<file path="src/rtl/or1200_fpu_pkg.sv">
// Shared definitions for the FPU issue controller: opcode encodings, FSM
// state encoding and the canonical quiet NaN returned on watchdog expiry.
package or1200_fpu_pkg;

  localparam int unsigned FPU_OP_W   = 8;
  localparam int unsigned FPU_DATA_W = 32;

  // Bit 7 of an opcode marks it as a legal FPU operation
  localparam int unsigned FPU_OP_VALID_BIT = 7;

  localparam logic [FPU_OP_W-1:0] FPU_OP_ADD = 8'h00;
  localparam logic [FPU_OP_W-1:0] FPU_OP_SUB = 8'h01;
  localparam logic [FPU_OP_W-1:0] FPU_OP_MUL = 8'h02;
  localparam logic [FPU_OP_W-1:0] FPU_OP_DIV = 8'h03;
  localparam logic [FPU_OP_W-1:0] FPU_OP_I2F = 8'h04;
  localparam logic [FPU_OP_W-1:0] FPU_OP_F2I = 8'h05;
  localparam logic [FPU_OP_W-1:0] FPU_OP_REM = 8'h06;

  localparam logic [FPU_DATA_W-1:0] FPU_QNAN = 32'h7FC0_0000;

  typedef enum logic [1:0] {
    ST_IDLE  = 2'd0,
    ST_ISSUE = 2'd1,
    ST_WAIT  = 2'd2,
    ST_RESP  = 2'd3
  } fpu_state_e;

  function automatic logic is_legal_op(input logic [FPU_OP_W-1:0] op);
    return op[FPU_OP_VALID_BIT];
  endfunction

endpackage

</file>
<file path="src/rtl/or1200_fpu_watchdog.sv">
// Clearable up-counter that flags when an FPU operation has been pending
// for LIMIT cycles.
//   clk, rst  : clock, asynchronous active-high reset
//   clear     : synchronous clear (asserted the cycle before counting starts)
//   run       : count enable (high while waiting on the FPU)
//   expire_c  : combinational; high in the LIMIT-th running cycle
module or1200_fpu_watchdog #(
  parameter int unsigned LIMIT = 64
) (
  input  logic clk,
  input  logic rst,
  input  logic clear,
  input  logic run,
  output logic expire_c
);

  localparam int unsigned CNT_W = (LIMIT < 2) ? 1 : $clog2(LIMIT + 1);
  localparam logic [CNT_W-1:0] LAST = CNT_W'(LIMIT - 1);

  logic [CNT_W-1:0] count;

  assign expire_c = run && (count == LAST);

  // Counter saturates at LAST so it never wraps while the FSM reacts
  always_ff @(posedge clk or posedge rst) begin
    if (rst) begin
      count <= '0;
    end else if (clear) begin
      count <= '0;
    end else if (run && !expire_c) begin
      count <= count + CNT_W'(1);
    end
  end

endmodule

</file>
<file path="src/rtl/or1200_fpu_issue_ctrl.sv">
// Single-outstanding issue controller placed in front of or1200_fpu.
// Accepts a request, drives op/operands to the FPU until done, then holds the
// captured response until the consumer accepts it.
// Optional feature: define FPU_TIMEOUT_EN to add a WAIT-state watchdog that
// returns a qNaN timeout response after TIMEOUT_CYCLES.
// Ports:
//   clk, rst                          clock, asynchronous active-high reset
//   req_valid/req_ready               request handshake (ready only in IDLE)
//   req_op, req_a, req_b, req_tag     request payload
//   fpu_op, fpu_a, fpu_b              FPU command (op is 0 when not issuing)
//   fpu_done, fpu_result, fpu_flagforw, fpu_flag_we, fpu_sig   FPU completion
//   rsp_valid/rsp_ready               response handshake
//   rsp_result, rsp_flag, rsp_flag_we, rsp_exc, rsp_illegal, rsp_timeout, rsp_tag
//   busy                              high whenever the FSM is not IDLE
module or1200_fpu_issue_ctrl #(
  parameter int unsigned TAG_W          = 4,
  parameter int unsigned TIMEOUT_CYCLES = 64
) (
  input  logic             clk,
  input  logic             rst,
  input  logic             req_valid,
  output logic             req_ready,
  input  logic [7:0]       req_op,
  input  logic [31:0]      req_a,
  input  logic [31:0]      req_b,
  input  logic [TAG_W-1:0] req_tag,
  output logic [7:0]       fpu_op,
  output logic [31:0]      fpu_a,
  output logic [31:0]      fpu_b,
  input  logic             fpu_done,
  input  logic [31:0]      fpu_result,
  input  logic             fpu_flagforw,
  input  logic             fpu_flag_we,
  input  logic             fpu_sig,
  output logic             rsp_valid,
  input  logic             rsp_ready,
  output logic [31:0]      rsp_result,
  output logic             rsp_flag,
  output logic             rsp_flag_we,
  output logic             rsp_exc,
  output logic             rsp_illegal,
  output logic             rsp_timeout,
  output logic [TAG_W-1:0] rsp_tag,
  output logic             busy
);

  import or1200_fpu_pkg::*;

  fpu_state_e         state;
  logic [FPU_OP_W-1:0] op_q;
  logic                timeout_hit;

`ifdef FPU_TIMEOUT_EN
  logic wd_clear;
  logic wd_run;

  // Counter is cleared during ISSUE so it starts at zero on WAIT entry
  assign wd_clear = (state == ST_ISSUE);
  assign wd_run   = (state == ST_WAIT);

  or1200_fpu_watchdog #(
    .LIMIT (TIMEOUT_CYCLES)
  ) u_watchdog (
    .clk      (clk),
    .rst      (rst),
    .clear    (wd_clear),
    .run      (wd_run),
    .expire_c (timeout_hit)
  );
`else
  logic unused_timeout_cfg;
  assign unused_timeout_cfg = |32'(TIMEOUT_CYCLES);
  assign timeout_hit        = 1'b0;
`endif

  // Issue FSM with all handshake and FPU-facing outputs registered
  always_ff @(posedge clk or posedge rst) begin
    if (rst) begin
      state       <= ST_IDLE;
      op_q        <= '0;
      req_ready   <= 1'b1;
      busy        <= 1'b0;
      fpu_op      <= '0;
      fpu_a       <= '0;
      fpu_b       <= '0;
      rsp_valid   <= 1'b0;
      rsp_result  <= '0;
      rsp_flag    <= 1'b0;
      rsp_flag_we <= 1'b0;
      rsp_exc     <= 1'b0;
      rsp_illegal <= 1'b0;
      rsp_timeout <= 1'b0;
      rsp_tag     <= '0;
    end else begin
      unique case (state)
        ST_IDLE: begin
          if (req_valid) begin
            op_q        <= req_op;
            fpu_a       <= req_a;
            fpu_b       <= req_b;
            rsp_tag     <= req_tag;
            rsp_result  <= '0;
            rsp_flag    <= 1'b0;
            rsp_flag_we <= 1'b0;
            rsp_exc     <= 1'b0;
            rsp_timeout <= 1'b0;
            req_ready   <= 1'b0;
            busy        <= 1'b1;
            if (is_legal_op(req_op)) begin
              rsp_illegal <= 1'b0;
              state       <= ST_ISSUE;
            end else begin
              // Illegal op short-circuits to a response without touching the FPU
              rsp_illegal <= 1'b1;
              rsp_valid   <= 1'b1;
              state       <= ST_RESP;
            end
          end
        end

        ST_ISSUE: begin
          fpu_op <= op_q;
          state  <= ST_WAIT;
        end

        ST_WAIT: begin
          // Completion takes priority over a simultaneous watchdog expiry
          if (fpu_done) begin
            rsp_result  <= fpu_result;
            rsp_flag    <= fpu_flagforw;
            rsp_flag_we <= fpu_flag_we;
            rsp_exc     <= fpu_sig;
            fpu_op      <= '0;
            rsp_valid   <= 1'b1;
            state       <= ST_RESP;
          end else if (timeout_hit) begin
            rsp_result  <= FPU_QNAN;
            rsp_exc     <= 1'b1;
            rsp_timeout <= 1'b1;
            fpu_op      <= '0;
            rsp_valid   <= 1'b1;
            state       <= ST_RESP;
          end
        end

        ST_RESP: begin
          if (rsp_ready) begin
            rsp_valid <= 1'b0;
            req_ready <= 1'b1;
            busy      <= 1'b0;
            state     <= ST_IDLE;
          end
        end

        default: begin
          state <= ST_IDLE;
        end
      endcase
    end
  end

endmodule

</file>
<file path="config.mk">
export PLATFORM = sky130hd
export DESIGN_NAME = or1200_fpu_issue_ctrl
export DESIGN_NICKNAME = d
export VERILOG_FILES = /design/src/rtl/or1200_fpu_pkg.sv /design/src/rtl/or1200_fpu_watchdog.sv /design/src/rtl/or1200_fpu_issue_ctrl.sv
export SDC_FILE = /design/constraint.sdc
export NUM_CORES = 1
export LEC_CHECK = 0
export CORE_MARGIN = 10
export CORE_UTILIZATION = 44
export CTS_CLUSTER_SIZE = 25
export DETAILED_ROUTE_END_ITERATION = 7
export PLACE_DENSITY = 0.95
export SLEW_MARGIN = 40
export SYNTH_ARGS = -nofsm -noshare
export SYNTH_HDL_FRONTEND = slang
export SYNTH_HIERARCHICAL = 1
export SYNTH_SLANG_ARGS = --single-unit
</file>
<file path="constraint.sdc">
create_clock -name clk -period 10.59 [get_ports clk]
set_input_delay 3.177 -clock clk [delete_from_list [all_inputs] [get_ports clk]]
set_output_delay 3.177 -clock clk [all_outputs]
set_load 0.01 [all_outputs]
</file>
### After elaboration in Yosys (flattened, before gate mapping)

Index checks and enable logic that the tools add are counted.

* flip-flop bits (word level): 125
* word-level logic and storage cells: 59
* input port bits: 116
* output and inout bits: 116

* reductions and logical operators: 11
* equality and inequality tests: 7
* muxes and demuxes: 27

Operators with widths (number)
* $mux 32: 2
* $pmux 32 s2: 1
* $pmux 8 s2: 1
* $mux 1: 11
* $pmux 1 s2: 5
* $reduce_and 3->1: 3
* $mux 2: 4
* $mux 8: 1
* $ne 2x2->1 const B: 4
* $pmux 2 s4: 1
* $reduce_bool 2->1: 3
* $reduce_and 5->1: 1
* $eq 2x2->1 const B: 2
* $reduce_and 2->1: 2
* $pmux 1 s3: 1
* $reduce_bool 3->1: 1
* $eq 2x1->1 const B: 1
* $logic_not 2->1: 1

### Depth between registers and ports, before layout

* depth in word-level cells: 3
* gate-level depth with buffers: 9
* depth with buffers taken out: 6

### Least setup slack after synthesis

OpenSTA, ideal clock, no wires.

* path kind: in2reg
* start: input fpu_done
* end: register rsp_result[10]
* setup slack: 6.414 ns
* data arrival time: 4.059 ns
* required time: 10.473 ns
* path buffers: 2
* library setup time: 0.117 ns
* cell stages on the path: 6
* cells stage by stage: and2b_1 > or3_1 > buf_6 > buf_6 > nand2_1 > nand2_1

* longest elaborated chain between the ends: 2

Ends and longest elaborated chain
* start: declaration: line or1200_fpu_issue_ctrl.sv:30 `input logic fpu_done,`
* $ne 2x2->1 (no line)
* $reduce_and 3->1 (no line)
* end signal: assignment: line or1200_fpu_issue_ctrl.sv:129 `rsp_result <= fpu_result;`
* end: declaration: line or1200_fpu_issue_ctrl.sv:37 `output logic [31:0] rsp_result,`

No other way between the ends.
A chain may end at the register's enable or synchronous reset.

### Worst setup path in the final report

* start: input req_valid
* end: register fpu_a[2]

* longest elaborated chain between the ends: 1

Ends and longest elaborated chain
* start: declaration: line or1200_fpu_issue_ctrl.sv:21 `input logic req_valid,`
* $reduce_and 2->1 (no line)
* end signal: assignment: line or1200_fpu_issue_ctrl.sv:99 `fpu_a <= req_a;`
* end: declaration: line or1200_fpu_issue_ctrl.sv:28 `output logic [31:0] fpu_a,`

No other way between the ends.

==> results by group <==
Run status
  – Status: finished, final reports clean

Yosys
  – Library cells used by synthesis: 29
  – Sequential share of the synthesized area: 62.95%
  – Post-synth EDFFs: 0
  – Post-synth top area share: 62.42%
  – Cell Area, Synth: 0.004971 mm²
  – Biggest area consumer among synthesized cells: dfrtp_1
  – Yosys reg bits: 125
  – Synth async-reset ratio: 100.0%
  – YS warnings: 6
  – Synth top area cells: dfrtp_1 62%, mux2_2 17%, nand2_1 5.6%
  – Mapped Nets: 505
  – Synth cell count leaders: 124 x dfrtp_1, 76 x mux2_2, 74 x nand2_1, 36 x nand3_1, 9 x buf_2
  – Post-Synthesis Cells: 382
  – Most frequent cell after synthesis: dfrtp_1
  – Ys flop type: dfrtp_1
  – Syn Area/Cell: 13.01 µm²

Layout
  – Layout Cells excl Fill: 765
  – Ratio of cells with drive above 1 in the final layout: 18.56%
  – Fin area: 0.007953 mm²
  – N_diodes: 0
  – Final net count: 736
  – Layout Area Growth over Synthesis: 59.98%

Place
  – Routability Congestion: 0.8318
  – DP Wirelength: 11.46 mm
  – IO Port Bufs: 230
  – Inst Count DP: 734
  – Placed inst area: 0.007351 mm²

Flow run
  – Max-cap viol count: 0

Hold path
  – Hold WC Path Type: reg2reg

CTS
  – Post-CTS resize count: 0
  – Reg clk slew, reported paths: 50 ps
  – CTS max path bufs: 2
  – Max H-tree Level: 4
  – CTS tree: done
  – Hold_buf cts: 0
  – Clock Sink Count: 125
  – Post-CTS setup buffers: 0
  – CTS buffer count: 17
  – Clk_lat worst skew: 410 ps
  – Clock root buffer: clkbuf_16

STA
  – Setup Skew: 12.20 ps
  – Final Critical Period: 4898 ps
  – Max Slew Vio Count: 0
  – Fin crit share: 46.25%
  – Slew HR: 50.92%
  – Setup TNS: 0 ps
  – Hold Violations, Final: 0
  – Unrepaired setup endpoints after global routing: false
  – Achievable Freq: 204.1 MHz
  – Worst-Margin Slew: 736.3 ps
  – Final Setup Violations: 0

GRT
  – Largest net degree at the start of global routing: 76
  – Vias in the first global route: 4341
  – GRT Total Usage: 18.54%
  – Global-route wire length before repair: 23.49 mm
  – Total grt overflow: 0
  – Initial antenna violation count: 0

Pwr
  – Leakage: 3.561 nW
  – Max VDD drop: 180.9 µV
  – P per Cell Area: 318.2 mW/mm²

Critical path
  – CP endpoint kind: flip-flop
  – Critical Path Fanout Max: 60
  – Crit Path Category: in2reg
  – CP Cell Sequence: clkdlybuf4s50_1 -> nand2_4 -> buf_4 -> mux2_2
  – Arr. time, crit path: 5180 ps
  – R2R Setup Slk: 8200 ps
  – Largest stage delay on the critical path: 650 ps
  – Startpoint Class: primary input
  – Critical Path RT: 10870 ps
  – Crit path max-delay cell type: buf_4

Route
  – Antenna Violating Nets Remaining: 0
  – WL final: 15.06 mm
  – First-pass detailed-route iteration total: 4
  – Iteration-0 DRC Markers: 251
  – Vias per Instance: 4.987
  – Vias: 3815
  – Post-route DRC: 0
  – WL/cell: 19.68 µm

Floorplan
  – Cell Rows: 38
  – Ports: 232
  – Die X: 126.3 µm
  – Die H: 126.3 µm
  – Die area: 0.01595 mm²
  – Initial Util: 45.46%
  – Total core area: 0.01094 mm²
[power by group]
part	internal (mW)	total, mW	switching (mW)
clock network	0.392	0.589	0.196
logic	0.614	1.11	0.493
registers	0.708	0.835	0.127
total	1.71	2.53	0.817
[cell families after synthesis]
family	count (synthesis)	share of synthesized area, %
and+or+nand+nor	119	10.62
adders and majority gates	7	1.762
other	1	0.07544
buffers and inverters	29	3.549
muxes	80	18.02
DFF	125	62.95
AOI/OAI and AO/OA	21	3.021
[through the flow]
step	total power, mW	hold WS (ps)	util, %	setup slack (ps)
2_1_floorplan	1.376	467.4	-	4087
3_3_place_gp	1.881	447.8	66.95	5347
3_5_place_dp	1.958	455.1	67.22	5273
4_1_cts	2.563	467.1	72.72	5692
5_1_grt	2.673	489.9	72.72	5601
6_report	2.531	463.6	72.72	5692
[layout make-up]
cell class,count,area [µm²]
clock buffer,24,491.7
clock inverter,7,110.1
fill,699,2983
inverter,7,28.78
multi-input combinational,228,1674
sequential,125,3129
tap,140,175.2
timing repair buffer,234,2344
[critical path: cells and delay by family]
kind                   cells  cell delay, ps
buffers and inverters      2            1210
muxes                      1             420
and+or+nand+nor            1             340
[cell usage in the layout, fill, tap and decap left out]
master,n
dfrtp_1,124
nand2b_1,1
and2b_1,1
conb_1,1
o311ai_0,1
clkbuf_16,17
ha_1,6
inv_4,1
nand2_4,1
buf_4,1
o21bai_1,1
clkinv_2,4
nor2b_4,1
a21oi_1,3
nor3_4,1
mux2i_1,4
o21ai_0,6
a221oi_2,1
nor2b_1,1
nor2_1,2
clkdlybuf4s50_1,230
mux2_2,76
clkbuf_1,3
or3_2,1
clkbuf_8,4
a22o_1,7
o22ai_1,1
inv_1,6
ha_2,1
a31oi_1,1
bufinv_16,3
dfstp_2,1
nand2_1,74
buf_6,3
nand3_1,36
[path summary, 6_finish.rpt]
check                      cells past startpoint           start             end
setup reg to reg                               5        state[1]        fpu_a[2]
setup / recovery                               4       req_valid        fpu_a[2]
max in group asynchronous                      3             rst   rsp_result[6]
hold / removal                                 2  rsp_result[13]  rsp_result[13]
min in group asynchronous                      2             rst        fpu_b[7]
hold reg to reg                                2  rsp_result[13]  rsp_result[13]
[registers in the layout (all words and copies together), names as in the netlist, 2 cells and up]
register	flops
rsp_result	32
rsp_tag	4
state	2
op_q	8
fpu_b	32
fpu_op	8
fpu_a	32
[layer usage]
metal  up-vias  track usage (%)  share of wire, %
met3        18            8.913                11
met5         -                0                 0
met1      1861            19.00                36
met4         0            6.564               1.4
met2       177            32.34                51
li1       1759                -                 -
(Power assumes the default switching activity.)
